<file path="src/rtl/hazard_scheduler.sv">
`default_nettype none
// ============================================================================
//  Module   : hazard_scheduler
//  Brief    : Hazard controller for a 5-stage RV32I pipeline. Keeps a shadow
//             copy of the EX/MEM/WB destinations and op types, and derives
//             stage enables, flushes and operand-forwarding selects from it.
//  Revision : 1.0  initial release
// ============================================================================
module hazard_scheduler #(
   parameter int         REG_AW    = 5,
   parameter logic [1:0] OPT_NONE  = 2'd0,
   parameter logic [1:0] OPT_ALU   = 2'd1,
   parameter logic [1:0] OPT_LOAD  = 2'd2,
   parameter logic [1:0] OPT_STORE = 2'd3
) (
   input  logic              clk,
   input  logic              rstn,
   input  logic [REG_AW-1:0] rs1_addr,
   input  logic [REG_AW-1:0] rs2_addr,
   input  logic [REG_AW-1:0] rd_addr,
   input  logic              rs1use,
   input  logic              rs2use,
   input  logic [1:0]        hazard_optype,
   input  logic              Branch,
   input  logic              mem_stall,
   output logic              PC_EN_IF,
   output logic              reg_FD_EN,
   output logic              reg_FD_flush,
   output logic              reg_DE_EN,
   output logic              reg_DE_flush,
   output logic              reg_EM_EN,
   output logic              reg_MW_EN,
   output logic [1:0]        forward_ctrl_A,
   output logic [1:0]        forward_ctrl_B,
   output logic              forward_ctrl_ls
);

   // Forwarding select encodings
   localparam logic [1:0] c_FWD_RF      = 2'd0;
   localparam logic [1:0] c_FWD_EX_ALU  = 2'd1;
   localparam logic [1:0] c_FWD_MEM_ALU = 2'd2;
   localparam logic [1:0] c_FWD_MEM_LD  = 2'd3;

   // Shadow pipeline slots
   logic [REG_AW-1:0] ex_rd_q,  ex_rd_d;
   logic [1:0]        ex_op_q,  ex_op_d;
   logic              ex_ls_q,  ex_ls_d;
   logic [REG_AW-1:0] mem_rd_q, mem_rd_d;
   logic [1:0]        mem_op_q, mem_op_d;
   logic              mem_ls_q, mem_ls_d;
   logic [REG_AW-1:0] wb_rd_q,  wb_rd_d;
   logic [1:0]        wb_op_q,  wb_op_d;

   logic w_ex_wr, w_mem_wr, w_wb_load;
   logic w_hit_a_ex, w_hit_b_ex, w_hit_a_mem, w_hit_b_mem;
   logic w_ex_load, w_store_exc, w_ld_stall;
   logic [1:0] w_fwd_a, w_fwd_b;

   // Hit detection against the shadow slots and load-use stall decision
   always_comb begin
      w_ex_wr     = ((ex_op_q == OPT_ALU) || (ex_op_q == OPT_LOAD)) && (ex_rd_q != '0);
      w_mem_wr    = ((mem_op_q == OPT_ALU) || (mem_op_q == OPT_LOAD)) && (mem_rd_q != '0);
      w_wb_load   = (wb_op_q == OPT_LOAD) && (wb_rd_q != '0);
      w_hit_a_ex  = rs1use && w_ex_wr  && (ex_rd_q  == rs1_addr);
      w_hit_b_ex  = rs2use && w_ex_wr  && (ex_rd_q  == rs2_addr);
      w_hit_a_mem = rs1use && w_mem_wr && (mem_rd_q == rs1_addr);
      w_hit_b_mem = rs2use && w_mem_wr && (mem_rd_q == rs2_addr);
      w_ex_load   = (ex_op_q == OPT_LOAD);
      // A store whose data (rs2) alone depends on the load in EX can take the
      // loaded value later, from WB into MEM, so it does not need to wait.
      w_store_exc = (hazard_optype == OPT_STORE) && w_hit_b_ex && w_ex_load && !w_hit_a_ex;
      w_ld_stall  = w_ex_load && (w_hit_a_ex || (w_hit_b_ex && !w_store_exc));
   end

   // Operand source selection; the youngest producer (EX) shadows MEM
   always_comb begin
      w_fwd_a = c_FWD_RF;
      w_fwd_b = c_FWD_RF;
      if (w_hit_a_ex) begin
         if (ex_op_q == OPT_ALU) w_fwd_a = c_FWD_EX_ALU;
      end else if (w_hit_a_mem) begin
         w_fwd_a = (mem_op_q == OPT_ALU) ? c_FWD_MEM_ALU : c_FWD_MEM_LD;
      end
      if (w_hit_b_ex) begin
         if (ex_op_q == OPT_ALU) w_fwd_b = c_FWD_EX_ALU;
      end else if (w_hit_b_mem) begin
         w_fwd_b = (mem_op_q == OPT_ALU) ? c_FWD_MEM_ALU : c_FWD_MEM_LD;
      end
   end

   // Output drive; everything is held low while reset is asserted
   always_comb begin
      PC_EN_IF        = 1'b0;
      reg_FD_EN       = 1'b0;
      reg_FD_flush    = 1'b0;
      reg_DE_EN       = 1'b0;
      reg_DE_flush    = 1'b0;
      reg_EM_EN       = 1'b0;
      reg_MW_EN       = 1'b0;
      forward_ctrl_A  = c_FWD_RF;
      forward_ctrl_B  = c_FWD_RF;
      forward_ctrl_ls = 1'b0;
      if (rstn) begin
         forward_ctrl_A  = w_fwd_a;
         forward_ctrl_B  = w_fwd_b;
         forward_ctrl_ls = mem_ls_q && w_wb_load;
         if (!mem_stall) begin
            PC_EN_IF     = !w_ld_stall;
            reg_FD_EN    = !w_ld_stall;
            reg_FD_flush = Branch && !w_ld_stall;
            reg_DE_flush = w_ld_stall;
            reg_DE_EN    = 1'b1;
            reg_EM_EN    = 1'b1;
            reg_MW_EN    = 1'b1;
         end
      end
   end

   // Shadow pipeline advance; frozen while memory stalls
   always_comb begin
      ex_rd_d  = ex_rd_q;
      ex_op_d  = ex_op_q;
      ex_ls_d  = ex_ls_q;
      mem_rd_d = mem_rd_q;
      mem_op_d = mem_op_q;
      mem_ls_d = mem_ls_q;
      wb_rd_d  = wb_rd_q;
      wb_op_d  = wb_op_q;
      if (!mem_stall) begin
         wb_rd_d  = mem_rd_q;
         wb_op_d  = mem_op_q;
         mem_rd_d = ex_rd_q;
         mem_op_d = ex_op_q;
         mem_ls_d = ex_ls_q;
         if (w_ld_stall) begin
            ex_rd_d = '0;
            ex_op_d = OPT_NONE;
            ex_ls_d = 1'b0;
         end else begin
            ex_rd_d = rd_addr;
            ex_op_d = hazard_optype;
            ex_ls_d = w_store_exc;
         end
      end
   end

   // Shadow state registers
   always_ff @(posedge clk or negedge rstn) begin
      if (!rstn) begin
         ex_rd_q  <= '0;
         ex_op_q  <= OPT_NONE;
         ex_ls_q  <= 1'b0;
         mem_rd_q <= '0;
         mem_op_q <= OPT_NONE;
         mem_ls_q <= 1'b0;
         wb_rd_q  <= '0;
         wb_op_q  <= OPT_NONE;
      end else begin
         ex_rd_q  <= ex_rd_d;
         ex_op_q  <= ex_op_d;
         ex_ls_q  <= ex_ls_d;
         mem_rd_q <= mem_rd_d;
         mem_op_q <= mem_op_d;
         mem_ls_q <= mem_ls_d;
         wb_rd_q  <= wb_rd_d;
         wb_op_q  <= wb_op_d;
      end
   end

endmodule
`default_nettype wire

</file>
<file path="config.mk">
export PLATFORM = sky130hd
export DESIGN_NAME = hazard_scheduler
export DESIGN_NICKNAME = d
export VERILOG_FILES = /design/src/rtl/hazard_scheduler.sv
export SDC_FILE = /design/constraint.sdc
export NUM_CORES = 1
export LEC_CHECK = 0
export CAP_MARGIN = 20
export CORE_MARGIN = 2
export CORE_UTILIZATION = 25
export CTS_CLUSTER_DIAMETER = 50
export DETAILED_ROUTE_END_ITERATION = 10
export DONT_BUFFER_PORTS = 1
export SYNTH_ARGS = -nofsm -noshare
export SYNTH_HDL_FRONTEND = slang
export SYNTH_SLANG_ARGS = --single-unit
</file>
<file path="constraint.sdc">
create_clock -name clk -period 1.99 [get_ports clk]
set_clock_uncertainty 0.15 [all_clocks]
set_input_delay 0.398 -clock clk [delete_from_list [all_inputs] [get_ports clk]]
set_output_delay 0.398 -clock clk [all_outputs]
set_load 0.02 [all_outputs]
</file>
Yosys cells after proc, flatten, opt, wreduce, memory -nomap -nowiden
Index checks and enable logic that the tools add are counted.
{ "totals": {"inputBits": 23, "ff_bits": 23, "out_inout_bits": 12, "elab_cells": 65} }
{ "op_classes": {"n_eq_ne": 10, "n_mux": 20, "n_reduce_logical": 27} }
{ "ops": {"columns": ["operator", "count"], "rows": [
  ["$eq A5 B5 Y1", 4],
  ["$logic_and A1 B1 Y1", 18],
  ["$reduce_bool A5 Y1", 3],
  ["$mux W2", 7],
  ["$mux W1", 12],
  ["$eq A2 B2 Y1 const B", 4],
  ["$mux W5", 1],
  ["$eq A2 B1 Y1 const B", 2],
  ["$logic_not A1 Y1", 3],
  ["$logic_or A1 B1 Y1", 3]
]} }

Logic depth before layout (Yosys ltp)
{ "depth": {"depth_word": 16, "depth_mapped": 7, "mapped_depth_nobuf": 6} }

Worst setup path after synthesis
OpenSTA, ideal clock, no wires.
{ "synth_timing": {"path_type": "register to output", "start": "register ex_op_q[0]", "end": "output reg_FD_EN", "path_buffers": 2, "path_stages_with_launch": 8, "slack_ns": -0.426, "required_time_ns": 1.442, "arrival_ns": 1.868, "cell_sequence": "dfrtp_1 -> inv_1 -> ha_1 -> a21boi_0 -> and4_1 -> buf_2 -> nor3_1 -> buf_4"} }
{ "synth_via": {"elab_chain_cells": 15, "elab_cells_between_ends": 19, "classes_between": "eq/ne (2); mux (2); reduce/logical (15)"} }
{ "synth_rtl": {"columns": ["element", "line", "text"], "rows": [
  ["start, declared", "46", "logic [1:0] ex_op_q, ex_op_d;"],
  ["start signal, assigned", "160", "ex_op_q <= ex_op_d;"],
  ["$eq A2 B1 Y1 or $eq A2 B2 Y1 (tied branches)", "61, 68", null],
  ["$logic_or A1 B1 Y1", "61", "w_ex_wr = ((ex_op_q == OPT_ALU) || (ex_op_q == OPT_LOAD)) && (ex_rd_q != '0);"],
  ["$logic_and A1 B1 Y1", "61", null],
  ["$logic_and A1 B1 Y1 (2 in series)", "65", "w_hit_b_ex = rs2use && w_ex_wr && (ex_rd_q == rs2_addr);"],
  ["$logic_and A1 B1 Y1 (3 in series)", "71", "w_store_exc = (hazard_optype == OPT_STORE) && w_hit_b_ex && w_ex_load && !w_hit_a_ex;"],
  ["$logic_not A1 Y1", "72", "w_ld_stall = w_ex_load && (w_hit_a_ex || (w_hit_b_ex && !w_store_exc));"],
  ["$logic_and A1 B1 Y1", "72", null],
  ["$logic_or A1 B1 Y1", "72", null],
  ["$logic_and A1 B1 Y1 *", "72", null],
  ["$logic_not A1 Y1 *", null, null],
  ["$mux W1 * (2 in series)", null, null],
  ["end, declared", "27", "output logic reg_FD_EN,"]
]} }
Mark *: on every way between the ends. The rest lies on a longest branch, timed or not.

Worst setup path after layout
{ "layout_timing": {"start": "register ex_rd_q[1]", "end": "output forward_ctrl_A[0]"} }
{ "layout_via": {"elab_chain_cells": 6, "elab_cells_between_ends": 7, "classes_between": "eq/ne (1); mux (2); reduce/logical (4)"} }
{ "layout_rtl": {"columns": ["element", "line", "text"], "rows": [
  ["start, declared", "45", "logic [REG_AW-1:0] ex_rd_q, ex_rd_d;"],
  ["start signal, assigned", "159", "ex_rd_q <= ex_rd_d;"],
  ["$reduce_bool A5 Y1", "61", null],
  ["$logic_and A1 B1 Y1", "61", null],
  ["$logic_and A1 B1 Y1", "64", "w_hit_a_ex = rs1use && w_ex_wr && (ex_rd_q == rs1_addr);"],
  ["$logic_and A1 B1 Y1 *", "64", null],
  ["$mux W2 *", "79", "if (w_hit_a_ex) begin"],
  ["$mux W2 *", "103", "if (rstn) begin"],
  ["end, declared", "33", "output logic [1:0] forward_ctrl_A,"]
]} }
Marked as above.

==> flow_results.xml <==
<?xml version="1.0" encoding="UTF-8"?>
<metrics>
  <group name="status">
    <metric name="run_status" unit="">complete, but fails checks</metric>
    <metric name="violations" unit="">setup timing</metric>
  </group>
  <group name="pwr">
    <metric name="power_density" unit="nW/µm²">627</metric>
    <metric name="peakVddDrop" unit="mV">0.328</metric>
    <metric name="standby_leakage_power" unit="nW">0.842</metric>
    <metric name="totalPowerFinal" unit="W">0.00123</metric>
  </group>
  <group name="cts">
    <metric name="clock_tree.buffer_depth" unit="">2</metric>
    <metric name="h-tree-depth" unit="">1</metric>
    <metric name="clock_insertion_delay_worst_skew" unit="ns">0.27</metric>
    <metric name="cts.sinks" unit="">23</metric>
    <metric name="cts_made_buffers" unit="">3</metric>
    <metric name="cts_tree" unit="">yes</metric>
    <metric name="clk_transition_reported_paths" unit="ns">0.08</metric>
    <metric name="cts_root_buffer" unit="">clkbuf_8</metric>
  </group>
  <group name="floorplan">
    <metric name="pin_count" unit="">35</metric>
    <metric name="initial_core_util" unit="%">26.3</metric>
    <metric name="die_height" unit="µm">80.6</metric>
    <metric name="core" unit="µm²">5570</metric>
    <metric name="rows" unit="">27</metric>
    <metric name="total_die_area" unit="µm²">6500</metric>
    <metric name="chipWidth" unit="µm">80.6</metric>
  </group>
  <group name="finish">
    <metric name="num_antenna_cells" unit="">0</metric>
    <metric name="stdcell_area" unit="µm²">1970</metric>
    <metric name="multiInputGateArea" unit="µm²">942</metric>
    <metric name="leading_cell_type_in_the_layout_fill_and_taps_excluded" unit="">buf_4</metric>
    <metric name="fillerInstances" unit="">562</metric>
    <metric name="finalCoreUtilization" unit="%">35.3</metric>
    <metric name="layout_common_cells" unit="">31 x buf_4, 20 x dfrtp_1, 14 x xnor2_1</metric>
    <metric name="sequential_cell_area" unit="µm²">579</metric>
    <metric name="layout-drive-gt1-share" unit="%">48.8</metric>
    <metric name="fin_nets" unit="">193</metric>
    <metric name="area_growth_syn_to_layout" unit="%">34.1</metric>
  </group>
  <group name="place">
    <metric name="gp_congestion" unit="">0.788</metric>
    <metric name="port_buffers" unit="">0</metric>
    <metric name="post_dp_cell_area" unit="µm²">1730</metric>
    <metric name="dpl_hpwl" unit="µm">2800</metric>
  </group>
  <group name="timing">
    <metric name="worst_hold_slack" unit="ns">0.0502</metric>
    <metric name="rsz_0062_raised_after_global_routing" unit="">yes</metric>
    <metric name="fmax" unit="MHz">419</metric>
    <metric name="slew_headroom" unit="%">68.3</metric>
    <metric name="finalSetupViolations" unit="">8</metric>
    <metric name="setup-tns-final" unit="ns">-2.65</metric>
    <metric name="slew_viol_final" unit="">0</metric>
    <metric name="hold_violations" unit="">0</metric>
    <metric name="tightest_slew" unit="ns">0.474</metric>
    <metric name="final.min_clock_period" unit="ns">2.39</metric>
    <metric name="setup_slack" unit="ns">-0.396</metric>
    <metric name="min_period_over_period" unit="%">120</metric>
  </group>
  <group name="critical_path">
    <metric name="slowest_delay" unit="ns">0.46</metric>
    <metric name="worstSetupEndpointType" unit="">output pin</metric>
    <metric name="cp.required" unit="ns">1.44</metric>
    <metric name="critPathLaunchType" unit="">flop</metric>
    <metric name="cpLargestDelayFamily" unit="">simple AND/OR/NAND/NOR gates</metric>
    <metric name="timing.critical_path.cells" unit="">xor2_1 -&gt; nor4_4 -&gt; and4_4 -&gt; mux2_4</metric>
    <metric name="crit_path_buf_inv_count" unit="">0</metric>
    <metric name="slowest_stage" unit="">dfrtp_2</metric>
    <metric name="critical_path_at" unit="ns">1.84</metric>
    <metric name="timing.setup.critical_path_class" unit="">flop to output pin</metric>
    <metric name="critical_path_fanout_max" unit="">4</metric>
  </group>
  <group name="run">
    <metric name="drv_cap" unit="">0</metric>
  </group>
  <group name="hold_path">
    <metric name="timing.hold.worst.class" unit="">primary input to flop</metric>
  </group>
  <group name="yosys">
    <metric name="synthesis.yosys.warnings" unit="">0</metric>
    <metric name="ys_async_sr_fraction" unit="%">100</metric>
    <metric name="synth_edf_count" unit="">0</metric>
    <metric name="synthesis.area_per_instance" unit="µm²">10.7</metric>
    <metric name="synthesis.nets" unit="">163</metric>
    <metric name="postSynthRegisterBits" unit="">23</metric>
    <metric name="netlist-cell-type-count" unit="">34</metric>
    <metric name="yosys_most_used_dff" unit="">dfrtp_1</metric>
    <metric name="seq_area_frac_synth" unit="%">39.2</metric>
    <metric name="post_synth_inst_count" unit="">137</metric>
    <metric name="synth.cell_area" unit="µm²">1470</metric>
  </group>
  <group name="global_routing">
    <metric name="antenna_found_initial" unit="">0</metric>
    <metric name="pin_count_of_the_biggest_net_entering_global_routing" unit="">36</metric>
    <metric name="global_route_wire_length_before_repair" unit="µm">6080</metric>
    <metric name="global_route.usage.total" unit="%">12.7</metric>
    <metric name="grt.overflow.total" unit="">0</metric>
    <metric name="via_count_of_the_first_global_routing_pass" unit="">1136</metric>
  </group>
  <group name="routing">
    <metric name="post_drt_via_cell_ratio" unit="">4.60</metric>
    <metric name="detail_route.drc_violations" unit="">0</metric>
    <metric name="route.vias.total" unit="">1094</metric>
    <metric name="routed_length_per_instance" unit="µm">15.9</metric>
    <metric name="route.antenna.remaining_nets" unit="">0</metric>
    <metric name="firstDrtPassIters" unit="">4</metric>
    <metric name="drt_first_iter_violations" unit="">58</metric>
    <metric name="detail_route.wirelength" unit="µm">3780</metric>
  </group>
</metrics>
## power by group
part	total, W	internal [W]	leakage [nW]	switching, W
clock network	0.000297	0.000140	0.0255	0.000157
logic	0.000362	0.000198	0.535	0.000164
registers	0.000574	0.000524	0.282	0.0000503
total	0.00123	0.000862	0.842	0.000371
## kinds of logic after synthesis
family                     Yosys count  synth area share [%]
AOI/OAI and AO/OA                   16                  12.0
adders and majority gates            3                  2.56
xor gates and xnor gates            20                  11.9
and+or+nand+nor                     41                  16.7
muxes                               14                  11.0
buffers and inverters               20                  6.56
DFF                                 23                  39.2
## cell type report
class	count	area share, %
clock buffers	3	2.10
clock inverters	1	0.254
inverters	11	2.10
multi-input cells	94	47.9
flip-flops and latches	23	29.4
well taps	72	4.58
repair buffers	34	13.7
## flip-flops by register name, indices dropped and copies added (netlist names)
name and flops:
mem_rd_q 5, ex_op_q 2, wb_rd_q 5, mem_ls_q 1
ex_ls_q 1, ex_rd_q 5, mem_op_q 2, wb_op_q 2
## cell usage after synthesis (2+ instances only)
| cell | number | area, µm² |
|---|---|---|
| xor2_1 | 6 | 52.6 |
| o41ai_2 | 8 | 130 |
| nand2_1 | 13 | 48.8 |
| nor3_1 | 3 | 15.0 |
| mux2_1 | 4 | 45.0 |
| nand4_1 | 3 | 18.8 |
| buf_2 | 2 | 10.0 |
| nor4_1 | 3 | 18.8 |
| and4_1 | 4 | 35.0 |
| a21oi_1 | 3 | 15.0 |
| inv_1 | 11 | 41.3 |
| o21ai_1 | 3 | 15.0 |
| nor2_1 | 3 | 11.3 |
| buf_4 | 3 | 22.5 |
| ha_1 | 3 | 37.5 |
| xnor2_1 | 14 | 123 |
| nand3_1 | 3 | 15.0 |
| mux2_2 | 9 | 101 |
| dfrtp_1 | 23 | 576 |
| clkbuf_1 | 2 | 7.51 |
## stage by stage
step	setup WS, ns	std cells
2_1_floorplan	-0.191	137
3_3_place_gp	-0.142	226
3_5_place_dp	-0.135	226
4_1_cts	-0.421	236
5_1_grt	-0.461	238
6_report	-0.396	238
## layer usage
| metal | vias up | wire [µm] | global-route usage (%) |
|---|---|---|---|
| met2 | 24 | 1770 | 20.8 |
| met3 | 6 | 192 | 3.48 |
| met5 | - | 0 | 0 |
| li1 | 539 | - | - |
| met4 | 0 | 58 | 3.56 |
| met1 | 525 | 1760 | 16.3 |
## worst paths after layout
kind	startpoint	end	slack (ns)	cells past startpoint
setup / recovery	ex_rd_q[1]	forward_ctrl_A[0]	-0.40	4
hold / removal	mem_stall	mem_op_q[0]	0.05	1
setup reg to reg	ex_rd_q[2]	ex_op_q[1]	0.09	7
hold reg to reg	mem_op_q[1]	mem_op_q[1]	0.35	2
max in group asynchronous	rstn	ex_rd_q[2]	0.85	2
min in group asynchronous	rstn	mem_op_q[0]	0.37	1
## timing repair
action | in CTS | in global routing
setup buffers | 5 | 1
pin swaps | 13 | 5
hold buffers | 1 | 0
hold endpoints to repair | 23 | 0
resized for setup | 19 | 8
cloned | 0 | 0
setup endpoints to repair | 8 | 8
No activity file was read; power rests on OpenSTA's default activity.
==> RTL change 1 (config.mk and constraints unchanged) <==
Take the reset off `mem_rd_q` and load it in a clocked block of its own.
--- a/src/rtl/hazard_scheduler.sv
+++ b/src/rtl/hazard_scheduler.sv
@@ -150,7 +150,6 @@
          ex_rd_q  <= '0;
          ex_op_q  <= OPT_NONE;
          ex_ls_q  <= 1'b0;
-         mem_rd_q <= '0;
          mem_op_q <= OPT_NONE;
          mem_ls_q <= 1'b0;
          wb_rd_q  <= '0;
@@ -159,7 +158,6 @@
          ex_rd_q  <= ex_rd_d;
          ex_op_q  <= ex_op_d;
          ex_ls_q  <= ex_ls_d;
-         mem_rd_q <= mem_rd_d;
          mem_op_q <= mem_op_d;
          mem_ls_q <= mem_ls_d;
          wb_rd_q  <= wb_rd_d;
@@ -167,6 +165,10 @@
       end
    end
 
+   always_ff @(posedge clk) begin
+      mem_rd_q <= mem_rd_d;
+   end
+
 endmodule
 `default_nettype wire
 
Formal check against the unedited RTL: no difference found for any inputs over 10 cycles, from zero or initial values and one cycle with rstn low; that may be too few to reach the edited logic, so the function may still have changed.
==> RTL change 1 against the original RTL <==
- the run still ends with setup timing left
- worst setup slack got worse by 38 ps
- via count fell by 2.7%
- area after synthesis fell by 4.7%
- sequential share of layout area rose by 2.7 points
- sequential cell count did not move
- power fell by 6.4%
- wire length fell by 1.9%
- first-iteration DRC count rose by 22%
- cell area fell by 5.1%
- largest power group unchanged
- highest routed layer unchanged
==> RTL change 1: results (changes against the original RTL) <==
Chip Width 78.8 um (-2.3%); Gates resized, CTS repair 18 (-1); violated checks setup timing; buffers inserted during post-CTS setup optimization 4 (-1); number of synthesized flops with an enable pin 5 (+5); largest voltage drop on the vdd net 244 uV (-25%); Power Density 618 nW/um^2 (-1.3%); slowest stage cell, crit path sky130_fd_sc_hd__dfrtp_1; fraction of final layout cells with drive strength greater than 1 43.5% (-5.3 points); number of distinct library cell variants in the gate-level netlist after synthesis 35 (+2.9%); starting DRC count in detailed routing 71 (+22%); met3 GRT Util 3.18% (-0.30 points); Crit Reg-Reg Startpoint ex_rd_q[1]; Repair and plain buffers 35 (+2.9%); fraction of registers with async set or reset after synthesis 78.3% (-22 points); clk_buf instances 4 (+1); run status complete, but fails checks; HPWL after detailed placement 2870 um (+2.4%); count of multi-input gates 89 (-5.3%); top cells by area, synth sky130_fd_sc_hd__dfrtp_1 32%, sky130_fd_sc_hd__edfxtp_1 11%, sky130_fd_sc_hd__xnor2_1 8.8%, sky130_fd_sc_hd__mux2_2 6.4%, sky130_fd_sc_hd__o41ai_2 5.8%; wire length on met3 195 um (+1.6%); reported leakage power 0.799 nW (-5.1%); sequential fraction of the synthesis area 42.9% (+3.7 points); pin count of the biggest net entering global routing 27 (-25%); total internal power 0.838 mW (-2.8%); Layout clock area frac 2.41% (+0.059 points); WP data arrival 1880 ps (+40 ps); final layout net count 188 (-2.6%); fin worst setup slack -435 ps (-38.4 ps); endpoint of the worst hold path ex_rd_q[4]; Non-Clock Buffer Area Fraction 15.0% (+1.3 points); area of all sequential standard cells 601 sq um (+3.7%); number of filler cells placed in the layout 550 (-2.1%); number of global-route vias before repair 1168 (+2.8%); part of the power in the clock network 25.0% (+0.9 points); global-route met1 utilization 15.6% (-0.72 points); inverter count 10 (-1); area post-placement 1660 sq um (-3.6%); vias per cell 4.57 (-0.66%); routability cong. 0.784 (-0.52%); Finish-stage setup viols 8 (unchanged); fraction of standard cell area in multi-input logic 43.6% (-4.3 points)
==> RTL change 1: logic make-up (layout without fill, tap and decap cells) <==
kind of cell	count (synthesis)	count (layout)	synth area share (%)
and+or+nand+nor	41	41	16.5
DFF	23	23	42.9
xor gates and xnor gates	20	20	12.5
buffers and inverters	18	49	6.80
AOI/OAI and AO/OA	16	16	11.0
muxes	9	9	7.51
adders and majority gates	3	3	2.68
==> RTL change 1: worst register-to-register path: stages, from the launching register on <==
cell	delay (ps)
sky130_fd_sc_hd__dfrtp_1	430
sky130_fd_sc_hd__xor2_1	170
sky130_fd_sc_hd__nor4_2	350
sky130_fd_sc_hd__buf_4	200
sky130_fd_sc_hd__and3_4	180
sky130_fd_sc_hd__buf_4	100
sky130_fd_sc_hd__buf_6	130
sky130_fd_sc_hd__o32ai_2	100
==> RTL change 1: metrics by stage <==
step	worst slack, ps	instances
after floorplan	-174	130
after global placement	-192	222
after detailed placement	-193	222
after CTS	-403	231
after global routing	-497	233
final	-435	233
==> RTL change 2 (same settings) <==
Without the edit above. Set the parameter `OPT_NONE` to 2'd1 (it was 2'd0).
--- a/src/rtl/hazard_scheduler.sv
+++ b/src/rtl/hazard_scheduler.sv
@@ -8,7 +8,7 @@
 // ============================================================================
 module hazard_scheduler #(
    parameter int         REG_AW    = 5,
-   parameter logic [1:0] OPT_NONE  = 2'd0,
+   parameter logic [1:0] OPT_NONE  = 2'd1,
    parameter logic [1:0] OPT_ALU   = 2'd1,
    parameter logic [1:0] OPT_LOAD  = 2'd2,
    parameter logic [1:0] OPT_STORE = 2'd3
Check against the original RTL: no difference found for any inputs over 10 cycles, from zero or initial values and one cycle with rstn low; that may be too few to reach the edited logic, so the function may still have changed.
==> RTL change 2 against the original RTL <==
- the flow still finishes with violations (setup timing)
- area after synthesis down 1.6%
- wire length down 1.1%
- cell area down 3.4%
- power down 1.3%
- utilization down 0.98 points
- worst setup slack worse by 8.9 ps
- cell count down 2.1%
- sequential cell count unchanged
- global-route usage down 0.65 points
==> RTL change 2: results (changes against the original RTL) <==
run status complete, but fails checks; violated checks setup timing; top cells by area, synth sky130_fd_sc_hd__dfrtp_1 35%, sky130_fd_sc_hd__mux2_2 10%, sky130_fd_sc_hd__xnor2_1 8.5%, sky130_fd_sc_hd__o41ai_2 6.8%, sky130_fd_sc_hd__dfstp_2 5.5%; final layout net count 188 (-2.6%); number of global-route vias before repair 1130 (-0.53%); clk slew on worst S/H paths 80 ps (about the same); CP top delay family simple AND/OR/NAND/NOR gates; sequential fraction of the synthesis area 40.1% (+0.91 points); ranking of synthesized cells by instance count 20 x sky130_fd_sc_hd__dfrtp_1, 14 x sky130_fd_sc_hd__xnor2_1, 13 x sky130_fd_sc_hd__mux2_2, 12 x sky130_fd_sc_hd__nand2_1, 10 x sky130_fd_sc_hd__inv_1; largest incremental delay on the critical path 560 ps (+100 ps); buffers inserted during post-CTS setup optimization 2 (-3); normalized max-slew margin 68.5% (+0.21 points); Gates resized, CTS repair 9 (-10); fin worst setup slack -405 ps (-8.90 ps); number of filler cells placed in the layout 599 (+6.6%); routability cong. 0.762 (-3.3%); Finish-stage setup viols 8 (unchanged); reported leakage power 0.807 nW (-4.2%); number of distinct library cell variants in the gate-level netlist after synthesis 35 (+2.9%); HPWL after detailed placement 2780 um (-0.88%); largest voltage drop on the vdd net 236 uV (-28%); fraction of final layout cells with drive strength greater than 1 47.2% (-1.6 points); Mapped Nets 162 (-0.61%); path type of the worst min-delay path primary input to flop; detail-routed net length per standard cell 16.1 um (+1.1%); starting DRC count in detailed routing 43 (-26%); slowest stage cell, crit path sky130_fd_sc_hd__or4_4
[RTL change 2: cell types whose count changed in the layout (fill, tap and decap cells not counted), moves of 3 or more]
cell	delta
sky130_fd_sc_hd__dfrtp_2	-3
sky130_fd_sc_hd__mux2_2	+4
sky130_fd_sc_hd__mux2_1	-4
sky130_fd_sc_hd__o21ai_1	-3
sky130_fd_sc_hd__o21ai_0	+3
sky130_fd_sc_hd__buf_4	-5
sky130_fd_sc_hd__dfstp_2	+3
[RTL change 2: layer usage]
layer	global-route usage (%)	part of all wire, %	vias to the layer above
li1	-	-	527
met1	15.0	42	540
met2	19.1	49	26
met3	5.20	7.4	6
met4	3.22	1.0	0
met5	0	0	-
[RTL change 2: power breakdown]
| group | switching, mW | leakage [nW] | internal [mW] | total, mW |
|---|---|---|---|---|
| registers | 0.0413 | 0.280 | 0.528 | 0.570 |
| logic | 0.161 | 0.504 | 0.193 | 0.354 |
| clock network | 0.151 | 0.0228 | 0.143 | 0.294 |
| total | 0.353 | 0.807 | 0.864 | 1.22 |
[RTL change 2: layout make-up]
cell class / count / area [sq um] / area share [%]
sequential: 23 / 579 / 30.5
timing repair buffer: 30 / 256 / 13.5
clock buffer: 4 / 45.0 / 2.37
inverter: 10 / 37.5 / 1.97
tap: 72 / 90.1 / 4.74
multi-input combinational: 94 / 893 / 47.0
[RTL change 2: stage by stage]
stage / setup WS, ps / setup TNS, ps / instance area [sq um] / cells / power (mW)
2_1_floorplan: -169 / -560 / 1520 / 136 / 0.791
3_3_place_gp: -116 / -652 / 1740 / 223 / 0.875
3_5_place_dp: -142 / -813 / 1740 / 223 / 0.882
4_1_cts: -394 / -2940 / 1850 / 231 / 1.21
5_1_grt: -474 / -3440 / 1900 / 233 / 1.29
6_report: -405 / -2890 / 1900 / 233 / 1.22
[RTL change 2: cell families after synthesis]
| family | Yosys count | share of synthesized area, % |
|---|---|---|
| XOR/XNOR | 20 | 12.1 |
| AO/OA/AOI/OAI | 16 | 11.2 |
| flip-flops | 23 | 40.1 |
| adder cells (fa/ha/maj) | 3 | 2.60 |
| AND/OR/NAND/NOR | 41 | 16.4 |
| multiplexers | 14 | 11.2 |
| buffers and inverters | 19 | 6.41 |
[RTL change 2: path summary, 6_finish.rpt]
path                        startpoint                 to  slack (ps)  depth (start not counted)
max                        mem_rd_q[4]  forward_ctrl_B[0]        -410                          4
max in group asynchronous         rstn         ex_op_q[0]        1070                          2
min                          mem_stall         ex_op_q[0]          20                          1
max reg2reg                 ex_op_q[0]         ex_op_q[0]          50                          8
min in group asynchronous         rstn           mem_ls_q         400                          2
min reg2reg                mem_op_q[1]        mem_op_q[1]         340                          2
